File: src/rtl/uart_rx_fifo.sv
// 8N1 UART receiver feeding a 16-entry show-ahead byte FIFO.
// Overrun and framing errors are sticky until clr_err.
module uart_rx_fifo #(
    parameter int CLKS_PER_BIT = 868,
    parameter int DEPTH_LOG2   = 4
) (
    input  logic       CLK,
    input  logic       RST_N,
    input  logic       rxd,
    input  logic       RE_fifo,
    input  logic       clr_err,
    output logic       Empty,
    output logic       Full,
    output logic [7:0] fifo_data_out,
    output logic       overrun,
    output logic       frame_err
);
    localparam int DEPTH = 2 ** DEPTH_LOG2;
    localparam int CW    = $clog2(CLKS_PER_BIT);
    localparam logic [CW-1:0]         FULL_LOAD = CW'(CLKS_PER_BIT - 1);
    localparam logic [CW-1:0]         HALF_LOAD = CW'(CLKS_PER_BIT / 2 - 1);
    localparam logic [CW-1:0]         BAUD_ONE  = CW'(1);
    localparam logic [DEPTH_LOG2:0]   CNT_ONE   = (DEPTH_LOG2+1)'(1);
    localparam logic [DEPTH_LOG2:0]   CNT_FULL  = (DEPTH_LOG2+1)'(DEPTH);
    localparam logic [DEPTH_LOG2-1:0] PTR_ONE   = DEPTH_LOG2'(1);

    typedef enum logic [1:0] {IDLE, START, DATA, STOP} state_t;

    logic [1:0]            sync_q;
    logic                  rxd_s;
    state_t                state_q, state_d;
    logic [CW-1:0]         baud_q, baud_d;
    logic [2:0]            bit_q, bit_d;
    logic [7:0]            shift_q, shift_d;
    logic                  push_req, frame_set;

    logic [7:0]            mem [DEPTH];
    logic [DEPTH_LOG2-1:0] wr_ptr_q, wr_ptr_d, rd_ptr_q, rd_ptr_d;
    logic [DEPTH_LOG2:0]   count_q, count_d;
    logic                  overrun_q, overrun_d, frame_err_q, frame_err_d;
    logic                  pop, push_ok, overrun_set;

    assign rxd_s = sync_q[1];

    // Receiver FSM: state register
    always_ff @(posedge CLK or negedge RST_N) begin
        if (!RST_N) begin
            sync_q  <= 2'b11;
            state_q <= IDLE;
            baud_q  <= '0;
            bit_q   <= '0;
            shift_q <= '0;
        end else begin
            sync_q  <= {sync_q[0], rxd};
            state_q <= state_d;
            baud_q  <= baud_d;
            bit_q   <= bit_d;
            shift_q <= shift_d;
        end
    end

    // Receiver FSM: next state; baud counter counts down to zero, sampling on zero
    always_comb begin
        state_d = state_q;
        baud_d  = baud_q;
        bit_d   = bit_q;
        shift_d = shift_q;
        case (state_q)
            IDLE: begin
                if (!rxd_s) begin
                    state_d = START;
                    baud_d  = HALF_LOAD;
                end
            end
            START: begin
                if (baud_q == '0) begin
                    if (!rxd_s) begin
                        state_d = DATA;
                        baud_d  = FULL_LOAD;
                        bit_d   = '0;
                    end else begin
                        state_d = IDLE;
                    end
                end else begin
                    baud_d = baud_q - BAUD_ONE;
                end
            end
            DATA: begin
                if (baud_q == '0) begin
                    shift_d = {rxd_s, shift_q[7:1]};
                    baud_d  = FULL_LOAD;
                    if (bit_q == 3'd7) state_d = STOP;
                    else               bit_d   = bit_q + 3'd1;
                end else begin
                    baud_d = baud_q - BAUD_ONE;
                end
            end
            STOP: begin
                if (baud_q == '0) state_d = IDLE;
                else              baud_d  = baud_q - BAUD_ONE;
            end
            default: state_d = IDLE;
        endcase
    end

    // Receiver FSM: outputs
    always_comb begin
        push_req  = 1'b0;
        frame_set = 1'b0;
        if (state_q == STOP && baud_q == '0) begin
            push_req  = rxd_s;
            frame_set = !rxd_s;
        end
    end

    // A pop in the same cycle frees the slot, so a push into a full FIFO still lands
    assign pop         = RE_fifo && !Empty;
    assign push_ok     = push_req && (!Full || pop);
    assign overrun_set = push_req && Full && !pop;

    always_comb begin
        wr_ptr_d    = push_ok ? wr_ptr_q + PTR_ONE : wr_ptr_q;
        rd_ptr_d    = pop ? rd_ptr_q + PTR_ONE : rd_ptr_q;
        count_d     = count_q;
        if (push_ok && !pop)      count_d = count_q + CNT_ONE;
        else if (!push_ok && pop) count_d = count_q - CNT_ONE;
        overrun_d   = overrun_set ? 1'b1 : (clr_err ? 1'b0 : overrun_q);
        frame_err_d = frame_set   ? 1'b1 : (clr_err ? 1'b0 : frame_err_q);
    end

    always_ff @(posedge CLK or negedge RST_N) begin
        if (!RST_N) begin
            wr_ptr_q    <= '0;
            rd_ptr_q    <= '0;
            count_q     <= '0;
            overrun_q   <= 1'b0;
            frame_err_q <= 1'b0;
        end else begin
            wr_ptr_q    <= wr_ptr_d;
            rd_ptr_q    <= rd_ptr_d;
            count_q     <= count_d;
            overrun_q   <= overrun_d;
            frame_err_q <= frame_err_d;
        end
    end

    always_ff @(posedge CLK) begin
        if (push_ok) mem[wr_ptr_q] <= shift_q;
    end

    assign Empty         = (count_q == '0);
    assign Full          = (count_q == CNT_FULL);
    assign fifo_data_out = Empty ? 8'h00 : mem[rd_ptr_q];
    assign overrun       = overrun_q;
    assign frame_err     = frame_err_q;
endmodule

File: config.mk
export PLATFORM = sky130hd
export DESIGN_NAME = uart_rx_fifo
export DESIGN_NICKNAME = d
export VERILOG_FILES = /design/src/rtl/uart_rx_fifo.sv
export SDC_FILE = /design/constraint.sdc
export NUM_CORES = 1
export LEC_CHECK = 0
export CORE_AREA = 2 2 132 134
export CTS_CLUSTER_SIZE = 10
export DETAILED_ROUTE_END_ITERATION = 10
export DIE_AREA = 0 0 134 136
export DONT_BUFFER_PORTS = 1
export PLACE_DENSITY = 0.59
export SLEW_MARGIN = 15
export SYNTH_ARGS = -nofsm -noshare
export SYNTH_HDL_FRONTEND = slang
export SYNTH_SLANG_ARGS = --single-unit
File: constraint.sdc
create_clock -name CLK -period 3.4 [get_ports CLK]
set_input_delay 0.68 -clock CLK [delete_from_list [all_inputs] [get_ports CLK]]
set_output_delay 0.68 -clock CLK [all_outputs]
set_load 0.01 [all_outputs]
# Word level (Yosys, flattened, before mapping)
# Memory sizes are Yosys's and may differ from the RTL's.
# Index checks and enable logic that the tools add are counted.
# op_classes
n_addsub,6
n_eq_ne,14
mux,28
n_reduce_logical,24
# op_table
operator,count
10-bit two-way mux,5
10-bit one-hot mux with 4 select lines,1
"2-bit inequality test, second input constant",8
2-bit two-way mux,6
3-bit two-way mux,4
10-bit zero test,1
5-bit two-way mux,2
5-bit AND reduction,2
"10-bit by 1-bit subtractor with 10-bit output, second input constant",1
"4-bit by 1-bit adder with 4-bit output, second input constant",2
8-bit two-way mux,1
2-bit one-hot mux with 4 select lines,1
2-bit nonzero test,4
1-bit logical AND,7
1-bit two-way mux,7
3-bit one-hot mux with 2 select lines,1
"5-bit by 1-bit adder with 5-bit output, second input constant",1
"5-bit equality test, second input constant",1
1-bit zero test,5
5-bit zero test,1
"5-bit by 1-bit subtractor with 5-bit output, second input constant",1
"2-bit equality test, second input constant",2
"3-bit by 1-bit adder with 3-bit output, second input constant",1
"3-bit equality test, second input constant",1
other kinds (6),6
# word_totals
regBits,40
mem_bits_rw,128
in_bits,5
out_inout_bits,12
wordCells,83
memories,1
# memory_table
name,words,width,read_ports,rd_ports_with_merged_regs,write_ports,line_no,rtl
mem,16,8,1,0,1,37,logic [7:0] mem [DEPTH];

# Logic depth before layout (Yosys ltp)
# Gate-level depths: netlist (run 1).
# depth
ltp_word,9
depth_mapped,13
mapped_depth_nobuf,13

# Worst setup path before layout (run 1)
# OpenSTA, ideal clock, no wires.
# synth_path
path_type,reg-to-reg
from,reg baud_q[7]
to,reg count_q[4]
arrival_ps,2812
t_required_ps,3321
slack_ps,509
stages_incl_launch_ff,13
n_path_buf,0
synth_period_minus_slack_ps,2891
path_cell_list,dfrtp_1 > nor4_4 > and3_4 > nand4_4 > clkinv_2 > ha_1 > inv_1 > ha_1 > nor2b_1 > o21a_1 > or3_1 > a21oi_1 > xor2_1
# synth_between
elab_chain_cells,7
elab_cells_between_ends,9
cone_classes,mux: 2; reduce/logical: 7
# synth_rtl
item,line_no,rtl
from (decl),32,"logic [CW-1:0] baud_q, baud_d;"
from (signal assigned),56,baud_q <= baud_d;
10-bit zero test (*),110,if (state_q == STOP && baud_q == '0) begin
1-bit logical AND (*),110,
1-bit two-way mux (*),110,
1-bit logical AND (*),118,assign push_ok = push_req && (!Full || pop);
net push_ok,41,"logic pop, push_ok, overrun_set;"
1-bit zero test,126,else if (!push_ok && pop) count_d = count_q - CNT_ONE;
1-bit logical AND,126,
2-bit nonzero test (no line),-,
to (signal assigned),141,count_q <= count_d;
to (decl),39,"logic [DEPTH_LOG2:0] count_q, count_d;"
# Mark *: on every way through the listed nets, which the timed path passes. The rest lies on a longest branch.
# A chain may end at the register's enable or synchronous reset.

# Worst setup path after layout (run 1)
# layout_path
from,reg baud_q[0]
to,reg count_q[4]
# Same word-level chain as after synthesis.

==> results by stage, run 1 <==
Placement:
- The count of buffers from port buffering is 0.
- After detailed placement, the total cell area comes to 7720 um2.
- The wire-length estimate of the detail-placed layout is 8.79 mm.
- At the end of routability-driven placement, the weighted congestion stood at 0.790.

Detailed routing:
- The number of antenna-violating nets in the routed design is 0.
- In this run, the number of DRC markers left after iteration 0 of detailed routing was 276.
- For this run, design rule violations remaining after detail routing come to 0.
- In the final routed layout, each cell accounts on average for 20.7 um.
- The detailed-router iteration count before antenna repair is 4.
- The detailed router placed 3689 vias in this run.
- The ratio of routed vias to standard cells is 5.46.
- Summed over all layers, the routed wires come to 14.0 mm.

Critical path:
- The worst-case register-to-register setup slack is 0.34 ns.
- The cell with the biggest individual delay on the critical path is sky130_fd_sc_hd__dfrtp_1.
- The arrival time of the worst setup path is 3.40 ns.
- The critical path goes through inv_1 > ha_1 > and3_4 > nand4_4 > clkinv_2 > ha_1 > inv_1 > ha_1 > nor2b_1 > o21a_1 > or3_1 > a21oi_1 > xor2_1.
- The most numerous cell type found on the critical path is sky130_fd_sc_hd__ha_1.
- Along the worst path, the maximum fanout reaches 8.
- In this run the critical register-to-register path is launched from baud_q[0]$_DFFE_PN0P_.
- For this run, the slowest stage of the critical path takes 0.40 ns.
- The worst path required time is 3.74 ns.
- The worst setup path is captured at a flop.
- The length in cells of the worst reg-to-reg path is 13.
- The end of the worst register-to-register path is count_q[4]$_DFFE_PN0P_.
- The worst setup path is launched from a flop.
- The critical path start-end classification is flop to flop.

Job:
- The number of max-cap violations is 0.

Yosys:
- The biggest area consumer among synthesized cells is sky130_fd_sc_hd__edfxtp_1.
- Among all flip-flop cells after synthesis, the most frequent one is sky130_fd_sc_hd__edfxtp_1.
- After synthesis, flip-flops and latches occupy 64.9% of the total area.
- Summing every instance area after synthesis gives 7460 um2.
- The area share of the largest cell type after synthesis is 51.5%.
- After synthesis, the share of flip-flops with an asynchronous set or reset is 23.8%.
- Sorting the synthesized cells by how often they occur yields sky130_fd_sc_hd__edfxtp_1, sky130_fd_sc_hd__dfrtp_1, sky130_fd_sc_hd__nand2_1.
- The cell with the most instances after synthesis is sky130_fd_sc_hd__edfxtp_1.
- The unique cell type count in the Yosys netlist is 63.
- The number of synthesized flops with an enable pin is 128.
- Yosys attributes the largest share of cell area to sky130_fd_sc_hd__edfxtp_1, sky130_fd_sc_hd__dfrtp_1, sky130_fd_sc_hd__mux4_1, sky130_fd_sc_hd__mux4_2, sky130_fd_sc_hd__ha_1.
- The synthesis-stage register bit count is 168.
- The synthesized area per cell is 17.7 um2.
- Synthesis produced a netlist whose cell count is 422.
- The count of synthesis-stage warnings from yosys is 0.
- The post-synth net total is 447.

Clock network:
- The number of clock buffers inserted by TritonCTS is 17.
- The clock tree synthesis step divided the H-tree into 4 levels.
- The longest clock path from root to sink contains 2 buffers.
- The clock-pin slew reported for the worst setup and hold paths after clock tree synthesis is 0.06 ns.
- The clock tree root buffer cell is sky130_fd_sc_hd__clkbuf_16.
- At the later pin of the worst-skew pair, clock insertion delay measures 0.42 ns.
- The number of clock sinks is 168.
- The TritonCTS clock tree is done.
- Post-CTS timing repair inserted 0 buffers for setup.

GRT:
- The number of antenna violations at the first check in global routing is 0.
- The first global-routing pass estimated 21.6 mm of wire.
- Global routing used 16.3% of the available tracks.
- Entering global routing, the biggest net connects 39 pins.
- The total congestion overflow after global routing is 0.
- The via count of the first global-routing pass is 3757.

Floorplan:
- The standard-cell row count is 48.
- Measured along the x axis, the die boundary spans 134 um.
- In this run the vertical extent of the chip is 136 um.
- The floorplan step defined a die boundary enclosing 18200 um2.
- The core outline area is 16900 um2.
- The initial utilization of the core area, before any placement, comes to 44.2%.
- The I/O pin count is 17.

STA:
- The slew at the pin with the worst max-slew slack is 0.739 ns.
- Setup repair after global routing left no endpoint under its margin.
- The number of failing setup endpoints in the final timing report is 0.
- The final critical-path required period is 3.06 ns.
- The relative slew slack is 50.7%.
- For this run, the top clock speed supported by timing is 0.326 GHz.
- The clock arrives with 0.0101 ns of skew.
- The final hold violation count is 0.
- Dividing the final minimum period by the clock period gives 90.1%.
- The final count of pins violating max slew is 0.
- The final-layout setup total negative slack is 0 ns.

Finish:
- The synthesis-to-finish area growth is 11.5%.
- The area of all placed cells without fillers is 8320 um2.
- The count of antenna diodes in the layout is 0.
- The proportion of layout cells with a drive suffix above 1 is 22.2%.
- The number of nets in the layout is 463.
- Fill cells in the final layout number 1395.

Power:
- The analysis attributes to cell leakage a power of 3.39 nW.
- The peak ir drop on the vdd network is 402 uV.
- The power density of the placed cells is 580 nW/um2.

Outcome:
- The run finished with clean final reports.

Worst hold path:
- The worst hold path belongs to the class primary input to async pin.
routing by layer:
metal,wire (um),part of all wire [%],track usage [%],vias to the layer above
li1,-,-,-,1700
met1,6290,45,21.9,1919
met2,7070,50,26.8,61
met3,530,3.8,3.47,9
met4,124,0.88,4.96,0
met5,0,0,0,-
cells by family (layout without fill, tap and decap cells):
logic type | count (synthesis) | after routing | share of synthesized area [%]
compound gates | 50 | 50 | 4.56
xor+xnor | 10 | 10 | 1.17
fa+ha+maj | 20 | 20 | 3.45
buf+inv | 38 | 67 | 3.17
flops | 168 | 168 | 64.9
mux | 51 | 51 | 14.7
simple gates | 85 | 85 | 7.98
layout by cell type, fill, tap and decap left out, drive strengths merged, types with 2 or more instances in the layout:
| cell | synthesis | layout |
|---|---|---|
| edfxtp | 128 | 128 |
| mux4 | 40 | 40 |
| dfrtp | 38 | 38 |
| inv | 20 | 24 |
| nand2 | 22 | 22 |
| clkbuf | 4 | 21 |
| ha | 19 | 19 |
| o21ai | 17 | 17 |
| buf | 13 | 14 |
| nor2b | 11 | 11 |
| mux2 | 10 | 10 |
| and2 | 9 | 9 |
| a21oi | 9 | 9 |
| xnor2 | 8 | 8 |
| nor2 | 7 | 7 |
| nor3b | 6 | 6 |
| nand3 | 6 | 6 |
| clkinv | 1 | 6 |
| nor4b | 5 | 5 |
| or3 | 4 | 4 |
| nand4 | 4 | 4 |
| nand2b | 3 | 3 |
| a21o | 3 | 3 |
| nor4 | 3 | 3 |
| a31oi | 2 | 2 |
| a211oi | 2 | 2 |
| o22ai | 2 | 2 |
| xor2 | 2 | 2 |
| clkinvlp | 0 | 2 |
| dfstp | 2 | 2 |
| and3 | 2 | 2 |
registers in the layout (all words and copies together) (netlist names), named ones only:
register,count
rd_ptr_q,4
baud_q,10
count_q,5
bit_q,3
wr_ptr_q,4
frame_err,1
state_q,1
mem,128
overrun,1
shift_q,8
sync_q,2
metrics by stage:
step	cells	setup slack [ns]	util, %	power [W]	hold slack [ns]
after floorplan	422	0.509	-	0.00298	0.345
after global placement	643	0.349	45.8	0.00304	0.349
after detailed placement	643	0.269	45.8	0.00305	0.348
after CTS	676	0.256	49.3	0.00488	0.0814
after global routing	676	0.0721	49.3	0.00501	0.0809
final	676	0.336	49.3	0.00483	0.0983
what timing repair did:
action	CTS	global route
hold buffers	1	0
hold endpoints to repair	38	0
gates resized for setup	0	1
endpoints found under the setup margin	0	1
power by group:
part | switching (W) | leakage (nW) | internal [W]
Sequential | 0.000120 | 1.99 | 0.00224
Clock | 0.000785 | 0.276 | 0.00103
Combinational | 0.000334 | 1.12 | 0.000315
Total | 0.00124 | 3.39 | 0.00359
cell type report:
class	count	area, um2	area share, %
Timing Repair Buffer	14	130	1.56
Clock inverter	11	85.1	1.02
Multi-Input combinational cell	216	2410	29.0
Tap cell	225	282	3.38
Sequential cell	168	4850	58.3
Clock buffer	21	483	5.81
Inverter	21	80.1	0.963
worst max path at each step:
stage	cells after the start	startpoint	slack [ns]	to
4_1_cts	12	count_q[1]$_DFFE_PN0P_	0.26	count_q[4]$_DFFE_PN0P_
5_1_grt	12	count_q[1]$_DFFE_PN0P_	0.07	count_q[4]$_DFFE_PN0P_
6_report	13	baud_q[0]$_DFFE_PN0P_	0.34	count_q[4]$_DFFE_PN0P_
2_1_floorplan	12	baud_q[7]$_DFFE_PN0P_	0.51	count_q[4]$_DFFE_PN0P_
3_3_place_gp	12	count_q[1]$_DFFE_PN0P_	0.35	count_q[4]$_DFFE_PN0P_
3_5_place_dp	12	count_q[0]$_DFFE_PN0P_	0.27	count_q[4]$_DFFE_PN0P_
critical path: cells and delay by family, from the launching register on:
| family | cells | cell delay [ns] |
|---|---|---|
| xor gates and xnor gates | 1 | 0.15 |
| buffers and inverters | 3 | 0.38 |
| DFF | 1 | 0.40 |
| and+or+nand+nor | 4 | 0.89 |
| AOI/OAI and AO/OA | 2 | 0.35 |
| adders and majority gates | 3 | 0.82 |
Note: power is estimated with default switching activity, not from simulation.
==> inputs of run 2 (changes only) <==
- PLACE_DENSITY: 0.59 -> 0.61
- clock period: 3.4 -> 2.7 ns (I/O delays scaled with it)
==> run 2 against run 1 <==
Against the previous run: the flow now finishes with violations (setup timing); sequential power rose by 25%; combinational power grew 60%; sequential cell count did not move; total power rose by 36%; clock-buffer cell count decreased by 2; die area is the same; via count grew 2.4%; non-clock buffer count rose by 27; critical path type is now flop to primary output; largest cell class unchanged.
==> results by stage, run 2 (same netlist as run 1, synthesis figures left out) <==
Detailed routing:
- The initial detailed-routing violation count is 231 (-16%).
- The ratio of routed vias to standard cells is 5.37 (-1.5%).
- The post-route met1 wirelength is 6.49 mm (+3.2%).
- The top routing layer in use is met4.
- The detailed-router iteration count before antenna repair is 5 (+1).
- The met3 layer wire length in the routed design is 430 um (-19%).
- The number of antenna-violating nets in the routed design is 0 (unchanged).
- The length of routed met2 wiring is 6.95 mm (-1.7%).
- The routed via count came to 3777 (+2.4%).
- The total wire length after detailed routing was 14.0 mm (about the same).
- The routed length per placed instance was 19.9 um (-3.9%).
- The number of DRC violations after detailed routing is 0 (unchanged).

Clock network:
- The number of clock buffers inserted by TritonCTS is 17 (unchanged).
- The number of clock sinks is 168 (unchanged).
- TritonCTS built the clock tree.
- The insertion delay of the later-clocked pin in the worst-skew pair is 0.43 ns (about the same).
- The buffer levels on the longest clock path was 2 (unchanged).
- The clock-pin slew reported for the worst setup and hold paths after clock tree synthesis came to 0.06 ns (about the same).
- The number of H-tree levels is 4 (unchanged).
- The tree is rooted in a sky130_fd_sc_hd__clkbuf_16.

Outcome:
- The run finished, with violations left.
- The checks that failed: setup timing.

STA:
- The relative slew slack is 63.0% (+12 points).
- The final count of pins violating max slew is 0 (unchanged).
- The final hold violation count is 0 (unchanged).
- The final critical-path required period is 2.79 ns.
- The final critical-path share of the clock period is 103%.
- The setup skew after layout came to 0.0152 ns (+0.00510 ns).
- The number of failing setup endpoints in the final timing report came to 8 (+8).
- The slew at the pin with the worst max-slew slack is 0.555 ns (-0.184 ns).
- Setup repair after global routing could not meet its margin everywhere.
- Timing would allow up to 0.359 GHz.
- The final worst setup slack is -0.0883 ns (-0.424 ns).

Critical path:
- The worst-path maximum fanout is 12 (+4).
- The type of destination of the critical path is a primary output.
- The arrival time of the worst setup path is 2.25 ns (-1.15 ns).
- The critical path start-end classification is flop to primary output.
- The worst-case register-to-register setup slack came to 0.07 ns (-0.27 ns).
- The length in cells of the worst reg-to-reg path came to 12 (-1).
- STA classifies the critical path startpoint as a flop.
- The cell with the biggest individual delay on the critical path is sky130_fd_sc_hd__mux4_1.
- The number of cells on the critical path is 4 (-9).
- The worst path required time is 2.16 ns (-1.58 ns).
- The maximum single-stage delay on the critical path is 0.59 ns (+0.19 ns).
- Traced cell by cell, the critical path runs through buf_12 > mux4_1 > mux4_2 > nor2b_4.
- The count of buffering cells on the critical path with inverters included was 1 (-2).
- The gate family responsible for the most delay along the worst path is multiplexers.

Placement:
- The minimum setup slack after placement is -0.0793 ns (-0.349 ns).
- The placed wire-length estimate after detailed placement is 9.22 mm (+5.0%).
- The final weighted congestion in routability-driven placement is 0.842 (+6.7%).
- The count of buffers from port buffering is 0 (unchanged).
- The standard cell area after detailed placement came to 7940 um2 (+2.7%).

GRT:
- The global-route wire length before repair came to 22.4 mm (+3.3%).
- The pin count of the biggest net entering global routing is 41 (+5.1%).
- The global-route usage over all layers is 16.6% (+0.37 points).
- The via count of the first global-routing pass is 3891 (+3.6%).
- The total congestion overflow after global routing is 0 (unchanged).
- The number of antenna violations at the first check in global routing is 0 (unchanged).

Floorplan:
- The starting density of the core is 44.2% (unchanged).
- The I/O pin count is 17 (unchanged).
- The floorplan die width came to 134 um (unchanged).
- The die area is 18200 um2 (unchanged).
- The core outline area is 16900 um2 (unchanged).
- The standard-cell row count is 48 (unchanged).
- The chip height came to 136 um (unchanged).

Power:
- The power density of the placed cells is 762 nW/um2 (+31%).
- The peak ir drop on the vdd network is 415 uV (+3.3%).
- The leakage power figure is 3.48 nW (+2.8%).

Finish:
- The register containing the most flip-flops in the final layout is mem.
- The flip-flop count of the largest register after layout is 128 (unchanged).
- In the final layout, the registers with the most flip-flops are mem x128, baud_q x10, shift_q x8.
- The library cell used most frequently in the layout, excluding fill and tap cells, is sky130_fd_sc_hd__edfxtp_1.
- In the layout the commonest cells are sky130_fd_sc_hd__edfxtp_1, sky130_fd_sc_hd__buf_4, sky130_fd_sc_hd__dfrtp_1, sky130_fd_sc_hd__mux4_2, sky130_fd_sc_hd__nand2_1.
- The area of all placed cells without fillers is 8630 um2 (+3.7%).
- The total of fill cells in the finished design is 1339 (-4.0%).
- The proportion of layout cells with a drive suffix above 1 is 30.3% (+8.2 points).
- The synthesis-to-finish area growth is 15.6%.
- The count of antenna diodes in the layout is 0 (unchanged).
- The number of nets in the layout came to 490 (+5.8%).

Worst hold path:
- The tightest min-delay check is of the primary input to flop type.
- Along the worst hold path, the cell count comes to 0.

Job:
- The number of max-cap violations was 0 (unchanged).
-- run 2: changes by cell type in the layout (fill, tap and decap cells not counted), sizes merged --
cell,previous run,this run
clkinvlp,2,0
inv,24,27
bufinv,0,4
clkbuf,21,19
clkinv,6,3
dlygate4sd3,0,1
buf,14,40
-- run 2: routing by layer --
metal | vias to the layer above | global-route usage [%]
met5 | - | 0
met4 | 0 | 6.32
met3 | 10 | 3.17
met2 | 66 | 26.4
met1 | 1948 | 23.0
li1 | 1753 | -
-- run 2: area by class of cell --
cell class                 count  area [um2]  area share, %
clock buffer                  19         433           5.02
clock inverter                13         206           2.39
multi-input combinational    216        2410           27.9
sequential                   168        4850           56.2
timing repair buffer          41         360           4.18
inverter                      21        86.3           1.00
tap                          225         282           3.26
-- run 2: stage by stage --
stage,cells,TNS [ns],hold slack [ns],util (%),power [W]
finish,703,-0.436,0.115,51.1,0.00658
global route,703,-1.04,0.0896,51.1,0.00683
CTS,698,-0.956,0.0920,50.9,0.00661
detailed placement,663,-0.0793,0.246,47.0,0.00397
global placement,663,0,0.246,47.0,0.00394
floorplan,422,-0.0349,0.244,-,0.00377
-- run 2: worst paths after layout --
path,startpoint,end
hold reg to reg,sync_q[0]$_DFF_PN1_,sync_q[1]$_DFF_PN1_
setup / recovery,rd_ptr_q[0]$_DFFE_PN0N_,fifo_data_out[3]
setup reg to reg,baud_q[7]$_DFFE_PN0P_,count_q[4]$_DFFE_PN0P_
hold / removal,rxd,sync_q[0]$_DFF_PN1_
min in group asynchronous,RST_N,baud_q[2]$_DFFE_PN0P_
max in group asynchronous,RST_N,sync_q[1]$_DFF_PN1_
-- run 2: what timing repair did --
action / 4_1_cts / 5_1_grt
endpoints found under the setup margin: 9 / 9
hold buffers: 2 / 0
resized for setup: 8 / 9
setup buffers: 1 / 5
endpoints found under the hold margin: 40 / 0
pin swaps: 0 / 8
-- run 2: worst reg2reg max path: stages, from the launching register on --
cell                       delay [ns]
sky130_fd_sc_hd__dfrtp_2         0.44
sky130_fd_sc_hd__nor4_4          0.31
sky130_fd_sc_hd__and3_4          0.27
sky130_fd_sc_hd__nand4_4         0.13
sky130_fd_sc_hd__clkinv_4        0.08
sky130_fd_sc_hd__ha_4            0.15
sky130_fd_sc_hd__inv_4           0.05
sky130_fd_sc_hd__ha_4            0.22
sky130_fd_sc_hd__nor2b_4         0.12
sky130_fd_sc_hd__o21a_1          0.18
sky130_fd_sc_hd__or3_1           0.32
sky130_fd_sc_hd__a21oi_2         0.15
sky130_fd_sc_hd__xor2_1          0.14
-- run 2: report_power, final --
group,switching [W],internal (W)
logic,0.000521,0.000519
clock network,0.00101,0.00158
registers,0.000114,0.00282
